`config.mk`:
```
export PLATFORM = sky130hd
export DESIGN_NAME = regfile_mp
export DESIGN_NICKNAME = d
export VERILOG_FILES = /design/src/rtl/regfile_mp.sv
export SDC_FILE = /design/constraint.sdc
export NUM_CORES = 2
export LEC_CHECK = 0
export CORE_MARGIN = 3
export CORE_UTILIZATION = 55
export DETAILED_ROUTE_END_ITERATION = 6
export PLACE_DENSITY = 0.75
export SLEW_MARGIN = 15
export SYNTH_ARGS = -nofsm -noshare
export SYNTH_HDL_FRONTEND = slang
export SYNTH_SLANG_ARGS = --single-unit
```
`constraint.sdc`:
```
create_clock -name clk -period 4.99 [get_ports clk]
set_input_delay 0.998 -clock clk [delete_from_list [all_inputs] [get_ports clk]]
set_output_delay 0.998 -clock clk [all_outputs]
set_load 0.03 [all_outputs]
```
`src/rtl/regfile_mp.sv`:
```
// Integer register file: NREAD combinational read ports with write bypass,
// one write port, per-entry pending scoreboard and a one-entry-per-cycle clear engine.
//
// state | meaning
// IDLE  | normal operation, clr_start accepted
// CLEAR | zeroing entry r_idx each cycle; writes and issues ignored
// DONE  | clear finished, clr_done pulses for this cycle
module regfile_mp #(
  parameter int XLEN  = 32,
  parameter int NREGS = 32,
  parameter int NREAD = 2,
  localparam int AW   = $clog2(NREGS)
) (
  input  logic                  clk,
  input  logic                  rst_n,
  input  logic [NREAD*AW-1:0]   rd_addr,
  output logic [NREAD*XLEN-1:0] rd_data,
  output logic [NREAD-1:0]      rd_pend,
  input  logic                  we,
  input  logic [AW-1:0]         waddr,
  input  logic [XLEN-1:0]       wdata,
  input  logic                  iss_en,
  input  logic [AW-1:0]         iss_rd,
  input  logic                  clr_start,
  output logic                  clr_busy,
  output logic                  clr_done
);

  typedef enum logic [1:0] {S_IDLE, S_CLEAR, S_DONE} state_t;

  state_t           r_state;
  state_t           w_state_nxt;
  logic [XLEN-1:0]  r_regs [NREGS];
  logic [NREGS-1:0] r_pend;
  logic [AW-1:0]    r_idx;
  logic             w_busy;
  logic             w_we_eff;
  logic             w_iss_eff;

  always_ff @(posedge clk) begin
    if (!rst_n) r_state <= S_IDLE;
    else        r_state <= w_state_nxt;
  end

  always_comb begin
    w_state_nxt = r_state;
    case (r_state)
      S_IDLE:  if (clr_start) w_state_nxt = S_CLEAR;
      S_CLEAR: if (r_idx == AW'(NREGS - 1)) w_state_nxt = S_DONE;
      S_DONE:  w_state_nxt = S_IDLE;
      default: w_state_nxt = S_IDLE;
    endcase
  end

  always_comb begin
    w_busy   = 1'b0;
    clr_done = 1'b0;
    case (r_state)
      S_CLEAR: w_busy   = 1'b1;
      S_DONE:  clr_done = 1'b1;
      default: ;
    endcase
  end

  assign clr_busy  = w_busy;
  assign w_we_eff  = we && (waddr != '0) && !w_busy;
  assign w_iss_eff = iss_en && (iss_rd != '0) && !w_busy;

  // Issue is applied after the write so a same-entry issue+write leaves it pending.
  always_ff @(posedge clk) begin
    if (!rst_n) begin
      for (int i = 0; i < NREGS; i++) r_regs[i] <= '0;
      r_pend <= '0;
      r_idx  <= '0;
    end else begin
      if (r_state == S_CLEAR) begin
        r_regs[r_idx] <= '0;
        r_pend[r_idx] <= 1'b0;
        r_idx         <= r_idx + AW'(1);
      end else if (r_state == S_IDLE && clr_start) begin
        r_idx <= AW'(1);
      end
      if (w_we_eff) begin
        r_regs[waddr] <= wdata;
        r_pend[waddr] <= 1'b0;
      end
      if (w_iss_eff) r_pend[iss_rd] <= 1'b1;
    end
  end

  for (genvar k = 0; k < NREAD; k++) begin : g_rd
    logic [AW-1:0] w_addr;
    logic          w_hit;
    assign w_addr = rd_addr[k*AW +: AW];
    assign w_hit  = w_we_eff && (waddr == w_addr);
    assign rd_data[k*XLEN +: XLEN] = (w_addr == '0) ? '0 : (w_hit ? wdata : r_regs[w_addr]);
    assign rd_pend[k] = r_pend[w_addr] && !w_hit && !w_busy;
  end

endmodule
```
### Word level (Yosys, flattened, before mapping)

Memory sizes are Yosys's and may differ from the RTL's.
Cells that the tools add are included.

* flip-flop bits (word level): 39
* latch bits: 0
* memory bits (writable): 1024
* bits in read-only memories: 0
* bits of input ports: 57
* memories: 1

* add/subtract/negate cells: 1
* $mul: 0
* div/mod/pow operators: 0
* order comparisons: 8
* equality and inequality tests: 7
* shifts and indexed selects: 0
* muxes and demuxes: 38
* bitwise gates (word level): 5
* reductions and logical operators: 26

Memory list
* r_regs: depth 32, bits a word 32, read ports 2, clocked after memory_dff 0, write ports 32, line 33 `logic [XLEN-1:0] r_regs [NREGS];`

Operators by type and width (count)
* two-way mux 32 bit: 11
* bitwise AND 32 bit: 2
* NOT 32 bit: 2
* OR reduction 32 bit: 2
* bitwise OR 32 bit: 1
* less-than comparator 5 x 6 -> 1 bit, second input constant: 5
* two-way mux 5 bit: 4
* demux 1 bit (select 5 bit): 3
* greater-or-equal comparator 5 x 1 -> 1 bit, second input constant: 3
* two-way mux 1 bit: 15
* logical AND 1 bit: 14
* binary-select mux 1 bit (select 5 bit): 2
* == test 5 bit: 2
* logical NOT 5 bit: 2
* nonzero test 5 bit: 2
* adder 5 x 1 -> 5 bit, second input constant: 1
* == test 5 bit, second input constant: 1
* two-way mux 2 bit: 2
* != test 2 bit, second input constant: 2
* case mux 2 bit (2 select lines): 1
* logical NOT 1 bit: 3
* == test 2 x 1 -> 1 bit, second input constant: 1
* == test 2 bit, second input constant: 1
* logical NOT 2 bit: 1
* 2 further kinds: 2

### Logic depth before layout (Yosys ltp)

* word-level depth: 13
* mapped depth: 10
* depth with buffers taken out: 6

### Least setup slack after synthesis

Ideal clock, no wire load.

* path type: input-to-reg
* start: input port waddr[2]
* end: memory r_regs[19][0] (enable)
* library setup time: 466 ps
* data arrival time: 4669 ps
* required time: 4524 ps
* setup slack: -145 ps
* cell stages on the path: 7
* buffers on the path: 2
* path through: buf_2 > nor3_4 > a2111o_1 > buf_2 > nand2_1 > o22a_1 > o21ai_0

RTL lines
* start: declaration: line 20 `input logic [AW-1:0] waddr,`
* end: declaration: line 33

### Final worst setup path

* start: input port we
* end: output port rd_data[56]

* longest elaborated chain between the ends: 5

Ends and longest elaborated chain
* start: declaration: line 19 `input logic we,`
* logical AND 1 bit (2 in series): line 66 `assign w_we_eff = we && (waddr != '0) && !w_busy;`
* logical AND 1 bit: line 95 `assign w_hit = w_we_eff && (waddr == w_addr);`
* two-way mux 32 bit (2 in series): line 96 `assign rd_data[k*XLEN +: XLEN] = (w_addr == '0) ? '0 : (w_hit ? wdata : r_regs[w_addr]);`
* end: declaration: line 17 `output logic [NREAD*XLEN-1:0] rd_data,`

Every way passes these cells.

==> reports/results.tsv <==
metric	value	unit
RSZ-0062 raised after global routing	no	
post-DP HPWL	125	mm
most common cell after layout, fill and taps aside	edfxtp_1	
initial antenna violation count	5	
Cell Rows	116	
CTS tree	done	
Power per Cell Area	329	nW/um^2
drt first pass iters	7	
GRT Total Usage	0.388	
reg2reg end	r_regs[18][16]$_SDFFCE_PN0P_	
max-slew violation count	0	
tightest hold margin	0.494	ns
Reg2Reg Setup Slack	1.43	ns
hold path startpoint	r_pend[0]$_SDFF_PN0_	
Setup Viol. Count Final	0	
CTS Root Cell	clkbuf_16	
Worst Path Arrival	3.79	ns
H-Tree Depth	3	
CP Max Fanout	35	
Hold Fails Final Rpt	0	
Synth async-reset ratio	0	
routed vias	42930	
r2r worst-path depth	8	
hold depth	1	
largest net degree at the start of global routing	56	
initial DRC count	7981	
Setup crit start kind	input pin	
CP Class	in2out	
drt total wl	208	mm
EDFF count, synth	1024	
Initial Utilization	0.556	
drt drc	1	
Vias/cell	7.50	
Worst Hold Class	reg2reg	
Net count, final	4334	
Worst setup EP type	output pin	
post-synthesis cell type count	65	
DIE AREA	105000	sq um
fmax	0.209	GHz
Tmin final	4.79	ns
area grow syn2layout	14.7	%
post-synthesis sequential area ratio	0.564	
routability cong.	0.947	
Overflow after GRT	0	
final core utilization	0.638	
failing checks	design-rule violations	
number of global-route vias before repair	42400	
commonest non-fill, non-tap cells in the layout	edfxtp_1 (1024), nor2_1 (1002), mux4_2 (402), mux2i_1 (199), buf_4 (193)	
Peak supply drop	271	uV
hold buffers post-CTS	0	
Die Wd	325	um
DRT antenna net count	0	
wire length per cell	36.3	um
worst rel slew slack	0.230	
Post-Syn Area	55900	sq um
clk slew on worst S/H paths	0.06	ns
Post-Syn Area per Cell	13.4	sq um
# IOs	125	
final period utilization	0.960	
Skew-Pair Late Insertion Delay	0.74	ns
Post-synth top flop	edfxtp_1	
status	finished, violations left	
Post-CTS Resized	0	
Critical R2R Launch	r_state[0]$_SDFFE_PN0P_	
CTS buffer count	111	
register bit total from synthesis	1063	
Worst Tran Pin Value	1.15	ns
CTS sink count	1063	
Longest Clk Path Bufs	3	
core footprint	100000	sq um
Max Cap Viol	0	
Hold Crit Endpoint	r_pend[0]$_SDFF_PN0_	
Worst Path Required	3.99	ns
first-pass GRT wire length	294	mm
Die H	325	um
share of cells above drive strength 1	0.246	
postcts setup bufs	0	
fill count	7212	
synthesized instance count	4159	
Port Buffers	124	
Clock Skew	0.0365	ns
number of synthesis warnings	0	
cell leakage power	21.7	nW
[stage by stage]
| step | cells | power, mW | area (sq um) | setup slack, ns | TNS, ns |
|---|---|---|---|---|---|
| 6_report | 5723 | 21.1 | 64100 | 0.200 | 0 |
| 5_1_grt | 5714 | 21.4 | 64100 | 0.136 | 0 |
| 4_1_cts | 5713 | 20.9 | 64100 | 0.236 | 0 |
| 3_3_place_gp | 5516 | 13.3 | 60800 | 0.298 | 0 |
| 2_1_floorplan | 4190 | 12.0 | 56000 | -0.145 | -64.06 |
| 3_5_place_dp | 5516 | 13.4 | 60800 | 0.238 | 0 |
[worst max-delay path by stage]
stage / start / endpoint / slack (ns) / cells past startpoint
after CTS: we / rd_data[56] / 0.24 / 8
after detailed placement: we / rd_data[56] / 0.24 / 8
after global placement: we / rd_data[48] / 0.30 / 8
after global routing: we / rd_data[56] / 0.14 / 8
after floorplan: waddr[2] / r_regs[19][0]$_SDFFCE_PN0P_ / -0.14 / 7
final: we / rd_data[56] / 0.20 / 8
[cells in the mapped netlist (3+ instances only)]
library cell | instances | area (sq um)
ha_1 | 5 | 62.6
or2_2 | 9 | 56.3
nor4_1 | 4 | 25.0
nor3_1 | 32 | 160
nor3b_1 | 6 | 45.0
o32ai_1 | 5 | 43.8
a22oi_1 | 31 | 233
nand3b_1 | 6 | 45.0
mux2i_1 | 199 | 1990
inv_1 | 12 | 45.0
buf_2 | 188 | 941
nor2b_1 | 5 | 31.3
a21oi_1 | 78 | 390
dfxtp_1 | 39 | 781
xnor2_1 | 3 | 26.3
nand2b_1 | 26 | 163
o21ai_0 | 88 | 440
a221oi_1 | 62 | 543
clkbuf_2 | 3 | 15.0
o221ai_1 | 63 | 552
a211oi_1 | 29 | 218
o22a_1 | 67 | 587
a32oi_1 | 3 | 26.3
o211a_1 | 23 | 230
mux2_2 | 127 | 1430
mux4_2 | 402 | 9050
nor2_1 | 1004 | 3770
buf_1 | 26 | 97.6
buf_4 | 17 | 128
clkbuf_1 | 162 | 608
and3b_1 | 5 | 43.8
nand4_1 | 6 | 37.5
xor2_1 | 7 | 61.3
and2_1 | 64 | 400
o21a_1 | 4 | 30.0
o22ai_1 | 71 | 444
nand2_1 | 146 | 548
nand3_1 | 15 | 75.1
o211ai_1 | 48 | 360
or3_1 | 5 | 31.3
edfxtp_1 | 1024 | 30700
o21ai_1 | 3 | 15.0
and3_1 | 4 | 25.0
or3b_2 | 3 | 26.3
[power breakdown]
group          internal (mW)  switching, mW
combinational           1.27           1.79
clock                   4.23           3.56
sequential              10.1          0.174
total                   15.6           5.52
[state kept, by name, indices dropped and copies added, names as in the netlist]
signal and count:
r_pend 32, r_idx 5, r_regs 1024, r_state 2
[per-layer routing]
metal / track usage / wire length (um)
met4: 0.257 / 16800
met3: 0.134 / 35000
met1: 0.489 / 65700
met2: 0.572 / 90200
met5: 0.00362 / 82
[layout make-up]
type	count	area [sq um]	area share
multi-input combinational	2717	23200	0.361
tap	1357	1700	0.0265
inverter	14	52.6	0.000820
timing repair buffer	365	4380	0.0683
clock buffer	138	2900	0.0452
antenna	10	25.0	0.000390
sequential	1063	31500	0.492
clock inverter	59	365	0.00570
[logic make-up (layout without fill, tap and decap cells)]
family                   Yosys count  count (layout)  synth area share
AND/OR/NAND/NOR                 1346            1346            0.0991
flip-flops                      1063            1063             0.564
multiplexers                     728             728             0.223
AO/OA/AOI/OAI                    596             596            0.0777
buffers and inverters            410             576            0.0330
XOR/XNOR                          10              10           0.00157
adder cells (fa/ha/maj)            5               5           0.00112
other                              1              42         0.0000671
[worst max-delay path, stage by stage]
cell and delay [ns]:
clkdlybuf4s50_1 0.68, inv_1 0.22, a211o_1 0.32, or4_2 0.68
buf_4 0.26, o21ai_0 0.27, a21oi_1 0.11, buf_12 0.18
Note: power is estimated with default switching activity, not from simulation.
